$ cat src/rtl/ifetch.sv
// ifetch -- instruction fetch unit.
//
// Keeps the program counter, drives the word address of a combinational
// instruction memory and buffers {pc, instruction, fault} entries in a
// 2-entry FIFO that feeds decode.
//
// Ports:
//   clk, rst            clock, synchronous active-high reset
//   imem_addr_out       word address to instruction memory (PC[WIDTH-1:2])
//   imem_data_in        instruction word for imem_addr_out, same cycle
//   redirect_valid_in   load redirect_pc_in as the new PC this cycle
//   redirect_pc_in      redirect target byte address
//   inst_valid_out      FIFO head is valid
//   inst_ready_in       decode accepts the head
//   inst_out, pc_out    head instruction and its byte PC
//   misaligned_out      head is a fault entry (inst_out is a NOP)
//   fsm_state           current fetch state, for observation only
//
// Handshake: an entry moves to decode in any cycle where inst_valid_out and
// inst_ready_in are both high and no redirect is present. While valid is
// high and ready is low, the head and all its outputs hold steady.
module ifetch #(
  parameter int unsigned            WIDTH    = 32,
  parameter logic [WIDTH-1:0]       RESET_PC = 32'h0000_0000
) (
  input  logic             clk,
  input  logic             rst,
  output logic [WIDTH-3:0] imem_addr_out,
  input  logic [WIDTH-1:0] imem_data_in,
  input  logic             redirect_valid_in,
  input  logic [WIDTH-1:0] redirect_pc_in,
  output logic             inst_valid_out,
  input  logic             inst_ready_in,
  output logic [WIDTH-1:0] inst_out,
  output logic [WIDTH-1:0] pc_out,
  output logic             misaligned_out,
  output logic [1:0]       fsm_state
);

  typedef enum logic [1:0] {
    RUN        = 2'd0,
    FAULT_PEND = 2'd1,
    HALT       = 2'd2
  } state_t;

  localparam logic [WIDTH-1:0] NOP_INST    = WIDTH'(32'h0000_0013);
  localparam logic [WIDTH-1:0] PC_STEP     = WIDTH'(4);
  // The low two bits of the reset PC are forced to zero.
  localparam logic [WIDTH-1:0] RESET_PC_AL = {RESET_PC[WIDTH-1:2], 2'b00};

  state_t           state, state_next;
  logic [WIDTH-1:0] pc, pc_next;

  logic [WIDTH-1:0] fifo_pc   [2];
  logic [WIDTH-1:0] fifo_inst [2];
  logic             fifo_fault[2];
  logic             rd_ptr, wr_ptr;
  logic [1:0]       count;

  logic             redirect_aligned;
  logic             pop;
  logic             push;
  logic [WIDTH-1:0] push_inst;
  logic             push_fault;

  // Next-state, PC and push decision. Redirects override everything else;
  // their FIFO effect (flush plus optional target entry) is applied in the
  // register process.
  always_comb begin
    redirect_aligned = (redirect_pc_in[1:0] == 2'b00);
    pop              = (count != 2'd0) && inst_ready_in && !redirect_valid_in;
    push             = 1'b0;
    push_inst        = imem_data_in;
    push_fault       = 1'b0;
    pc_next          = pc;
    state_next       = state;

    if (redirect_valid_in) begin
      if (redirect_aligned) begin
        pc_next    = redirect_pc_in + PC_STEP;
        state_next = RUN;
      end else begin
        pc_next    = redirect_pc_in;
        state_next = FAULT_PEND;
      end
    end else begin
      case (state)
        RUN: begin
          // A full FIFO may still accept a fetch when the head leaves.
          if ((count != 2'd2) || pop) begin
            push    = 1'b1;
            pc_next = pc + PC_STEP;
          end
        end
        FAULT_PEND: begin
          // FIFO was flushed by the misaligned redirect, so there is room.
          push       = 1'b1;
          push_inst  = NOP_INST;
          push_fault = 1'b1;
          state_next = HALT;
        end
        HALT: begin
          state_next = HALT;
        end
        default: begin
          state_next = RUN;
        end
      endcase
    end
  end

  always_ff @(posedge clk) begin
    if (rst) begin
      state  <= RUN;
      pc     <= RESET_PC_AL;
      rd_ptr <= 1'b0;
      wr_ptr <= 1'b0;
      count  <= 2'd0;
      for (int i = 0; i < 2; i++) begin
        fifo_pc[i]    <= '0;
        fifo_inst[i]  <= '0;
        fifo_fault[i] <= 1'b0;
      end
    end else begin
      state <= state_next;
      pc    <= pc_next;
      if (redirect_valid_in) begin
        rd_ptr <= 1'b0;
        if (redirect_aligned) begin
          // Flush and refill slot 0 with the target fetched this cycle.
          fifo_pc[0]    <= redirect_pc_in;
          fifo_inst[0]  <= imem_data_in;
          fifo_fault[0] <= 1'b0;
          wr_ptr        <= 1'b1;
          count         <= 2'd1;
        end else begin
          wr_ptr <= 1'b0;
          count  <= 2'd0;
        end
      end else begin
        if (push) begin
          fifo_pc[wr_ptr]    <= pc;
          fifo_inst[wr_ptr]  <= push_inst;
          fifo_fault[wr_ptr] <= push_fault;
          wr_ptr             <= ~wr_ptr;
        end
        if (pop) begin
          rd_ptr <= ~rd_ptr;
        end
        count <= count + {1'b0, push} - {1'b0, pop};
      end
    end
  end

  // The fetch address follows a redirect in the same cycle so the target
  // word can be captured immediately.
  always_comb begin
    if (rst) begin
      imem_addr_out = RESET_PC[WIDTH-1:2];
    end else if (redirect_valid_in) begin
      imem_addr_out = redirect_pc_in[WIDTH-1:2];
    end else begin
      imem_addr_out = pc[WIDTH-1:2];
    end
  end

  assign inst_valid_out = (count != 2'd0);
  assign inst_out       = fifo_inst[rd_ptr];
  assign pc_out         = fifo_pc[rd_ptr];
  assign misaligned_out = fifo_fault[rd_ptr];
  assign fsm_state      = state;

endmodule
$ cat config.mk
export PLATFORM = sky130hd
export DESIGN_NAME = ifetch
export DESIGN_NICKNAME = d
export VERILOG_FILES = /design/src/rtl/ifetch.sv
export SDC_FILE = /design/constraint.sdc
export NUM_CORES = 1
export LEC_CHECK = 0
export BUFFER_PORTS_ARGS = -buffer_cell sky130_fd_sc_hd__buf_4
export CORE_UTILIZATION = 30
export DETAILED_ROUTE_END_ITERATION = 16
export PLACE_DENSITY = 0.47
export SLEW_MARGIN = 15
export SYNTH_ARGS = -nofsm -noshare
export SYNTH_HDL_FRONTEND = slang
export SYNTH_SLANG_ARGS = --single-unit
$ cat constraint.sdc
create_clock -name clk -period 7.2 [get_ports clk]
set_input_delay 0.36 -clock clk [delete_from_list [all_inputs] [get_ports clk]]
set_output_delay 0.36 -clock clk [all_outputs]
set_load 0.005 [all_outputs]
==> results.md <==
- Status: completed
- Post-CTS Hold Fix Bufs: 0
- Fraction of layout instances using a drive strength above 1: 0.2816
- Maximum clock rate: about 320 MHz
- Initial Util: 0.3047
- I/O pin count: between 150 and 200
- Ant. Diodes: 0
- Crit-path slowest cell: nand2_4
- Fill count: 3059
- Max Cap Viol: 0
- CP endpoint kind: flip-flop
- Routed met1 length: ~13 mm
- WL final: roughly 27 mm
- Count of clock tree sinks: 169
- Final ANT Viol Nets: 0
- Largest net degree at the start of global routing: 66
- Cell Area, Synth: around 9000 µm²
- Synth-to-Final Area Change: 22.77%
- Most common cell after layout, fill and taps aside: buf_4
- Fin crit period: ~3.2 ns
- DR iter-0 viols: between 500 and 600
- TNS Setup: 0 ns
- Uppermost routed layer: met4
- CP peak stage delay: ~0.7 ns
- Hold Crit Class: in -> reg
- CP required: 7.25 ns
- RSZ-0062 raised after global routing: no
- Via count: approximately 7000
- Via/cell ratio: between 4 and 5
- Clk_lat worst skew: 0.43 ns
- Post-synth ARST share: 0
- Initial antenna violation count: 0
- LEAKAGE: 4.464 nW
- Setup Fix Bufs, Post-CTS: 0
- Met3 wire len: between 1 and 1.5 mm
- Vias in the first global route: about 7000
- Crit path cell chain: buf_4 > inv_1 > nand2_1 > nor2_4 > buf_4 > nand2_1 > nand2_4
- Syn nets: 958
- H-tree levels: 4
- Synth warn: 0
- Final slew viol count: 0
- Worst-path clk slew: about 0.070 ns
- Final setup violation count: 0
- Dpl cells: about 1400
- GP Congestion: between 0.8 and 0.9
- Final core utilization: 0.3740
- Global-route wire length before repair: approximately 41 mm
- Root Buffer: clkbuf_16
- RR Endpoint: fifo_inst[1][18]$_SDFFCE_PN0P_
- Max Buffers Root-to-Sink: 2
- TritonCTS clock tree: done
- Pre-CTS setup slack: 3.626 ns
- PostCTS Resize Cnt: 0
- Most frequent cells in the layout: 174 x buf_4, 130 x edfxtp_1, 126 x nand2_1
- Worst R2R Setup Slack: between 4 and 5 ns
- Nets: approximately 1100
- Drt drc: 0
- Wire length on met2: 12.78 mm
- Row count: 63
- Final setup margin: just over 4 ns
- Worst VDD drop: ~0.17 mV
- 1st-pass router iterations: 5
- Core area: about 30000 µm²
- Synth unique cells: 60
- Critical path class: in -> reg
- CTS Buf Count: 17
- Die Span Y: between 150 and 200 µm
- DP HPWL: between 15 and 20 mm
- Fin crit share: 0.4394
- Pwr/cell area: between 200 and 250 nW/µm²
- GRT Residual Overflow: 0
- Synth Flop Type: edfxtp_1
- PortBufs: between 150 and 200
- Synthesized flop and latch total: about 170
- Die X: around 180 µm
- Max-slew headroom: 0.3314
- Least-Margin Pin Slew: ~1 ns
- Total Routing Usage GR: 0.1771
- Average wire per standard cell: just under 20 µm
- Cells after synthesis: approximately 880
- Critical path peak fanout: 65
- Hold endpoint: pc[1]$_SDFFE_PP0P_
- Die area: 30800 µm²
- Syn avg cell area: 10.21 µm²
- Reg2reg start: fsm_state[0]$_SDFFE_PP0P_
- R2R depth: 7
- Fin. Hold Viols: 0
- Seq/Total Area, Yosys: 0.5188
- Hold_sp: redirect_pc_in[1]
- EDFF count, synth: 130
- CP Launch Type: input port
- Fin cells: 1409
- Final Skew: between 0.01 and 0.015 ns
- Hold path depth: 3
- Worst Path Arrival: between 3 and 4 ns
- Hold_ws: ~0.23 ns
-- flip-flops by register name (all words and copies together) (netlist names), named ones only --
signal and count:
rd_ptr 1, wr_ptr 1, fsm_state 2, count 2, fifo_fault 2, fifo_pc 64
pc 32, fifo_inst 64
-- logic make-up (layout without fill, tap and decap cells) --
family                     count (synthesis)  in the layout  share of synthesized area
muxes                                     99             99                     0.1189
adders and majority gates                  6              6                   0.008313
and+or+nand+nor                          382            382                     0.2022
xor gates and xnor gates                  43             43                    0.04171
buffers and inverters                     80            215                    0.03838
DFF                                      169            169                     0.5188
AOI/OAI and AO/OA                        105            105                    0.07178
-- per-stage QoR --
step / cell area, µm² / total power [mW]
after CTS: 11090 / 2.438
final: 11090 / 2.411
after detailed placement: 10540 / 1.563
after floorplan: 9030 / 1.370
after global placement: 10540 / 1.563
after global routing: 11090 / 2.509
-- critical path: cells and delay by family --
| kind | cells | cell delay [ns] |
|---|---|---|
| simple gates | 4 | 1.62 |
| buf+inv | 3 | 1.11 |
-- worst max-delay path by stage --
| stage | start | cells after the start | endpoint | slack, ns |
|---|---|---|---|---|
| floorplan | fsm_state[1]$_SDFFE_PP0P_ | 8 | fifo_fault[1]$_SDFFCE_PN0P_ | 3.83 |
| global placement | rst | 7 | fifo_inst[1][26]$_SDFFCE_PN0P_ | 3.66 |
| detailed placement | rst | 7 | fifo_inst[1][25]$_SDFFCE_PN0P_ | 3.63 |
| CTS | rst | 7 | fifo_pc[1][18]$_SDFFCE_PN0P_ | 4.07 |
| global route | rst | 7 | fifo_inst[1][14]$_SDFFCE_PN0P_ | 3.83 |
| finish | rst | 7 | fifo_inst[1][18]$_SDFFCE_PN0P_ | 4.04 |
-- power by group --
group          total (mW)  switching, mW  internal (mW)  leakage (nW)
registers            1.17         0.0472           1.13          1.70
clock network       0.872          0.397          0.476         0.261
logic               0.364          0.194          0.171          2.50
total                2.41          0.638           1.77          4.46
-- layout make-up --
cell class              count  area [µm²]  area share
clock buffers              17       425.4     0.03837
clock inverters            15       125.1     0.01129
inverters                   9       33.78    0.003047
multi-input cells         635        4019      0.3625
flip-flops and latches    169        4688      0.4229
well taps                 390       488.0     0.04402
repair buffers            174        1306      0.1178
-- cells in the mapped netlist, types with 2 or more instances --
master,n,area [µm²]
a211oi_1,13,97.59
a21oi_1,47,235.2
a311oi_1,2,17.52
a31oi_1,2,12.51
and2_1,4,25.02
and3_1,40,250.2
and4_1,8,70.07
and4bb_2,2,25.02
buf_1,2,7.510
buf_2,19,95.09
buf_4,4,30.03
clkbuf_1,45,168.9
dfxtp_1,39,780.8
edfxtp_1,130,3904
ha_1,6,75.07
inv_1,9,33.78
mux2_2,66,743.2
mux2i_1,33,330.3
nand2_1,127,476.7
nand2_2,2,12.51
nand2b_1,3,18.77
nand3_1,18,90.09
nand4_1,14,87.58
nor2_1,115,431.7
nor2b_1,2,12.51
nor3_1,13,65.06
nor4_1,18,112.6
o21ai_0,8,40.04
o22ai_1,16,100.1
o31a_1,3,26.28
o31ai_1,3,22.52
or3_1,2,12.51
xnor2_1,31,271.5
xor2_1,12,105.1
-- layer usage --
| layer | track usage | vias to the layer above |
|---|---|---|
| met2 | 0.2874 | 206 |
| met1 | 0.2414 | 3375 |
| met5 | 0 | - |
| met3 | 0.03268 | 27 |
| met4 | 0.04746 | 0 |
| li1 | - | 3418 |
No activity file was read; power rests on OpenSTA's default activity.
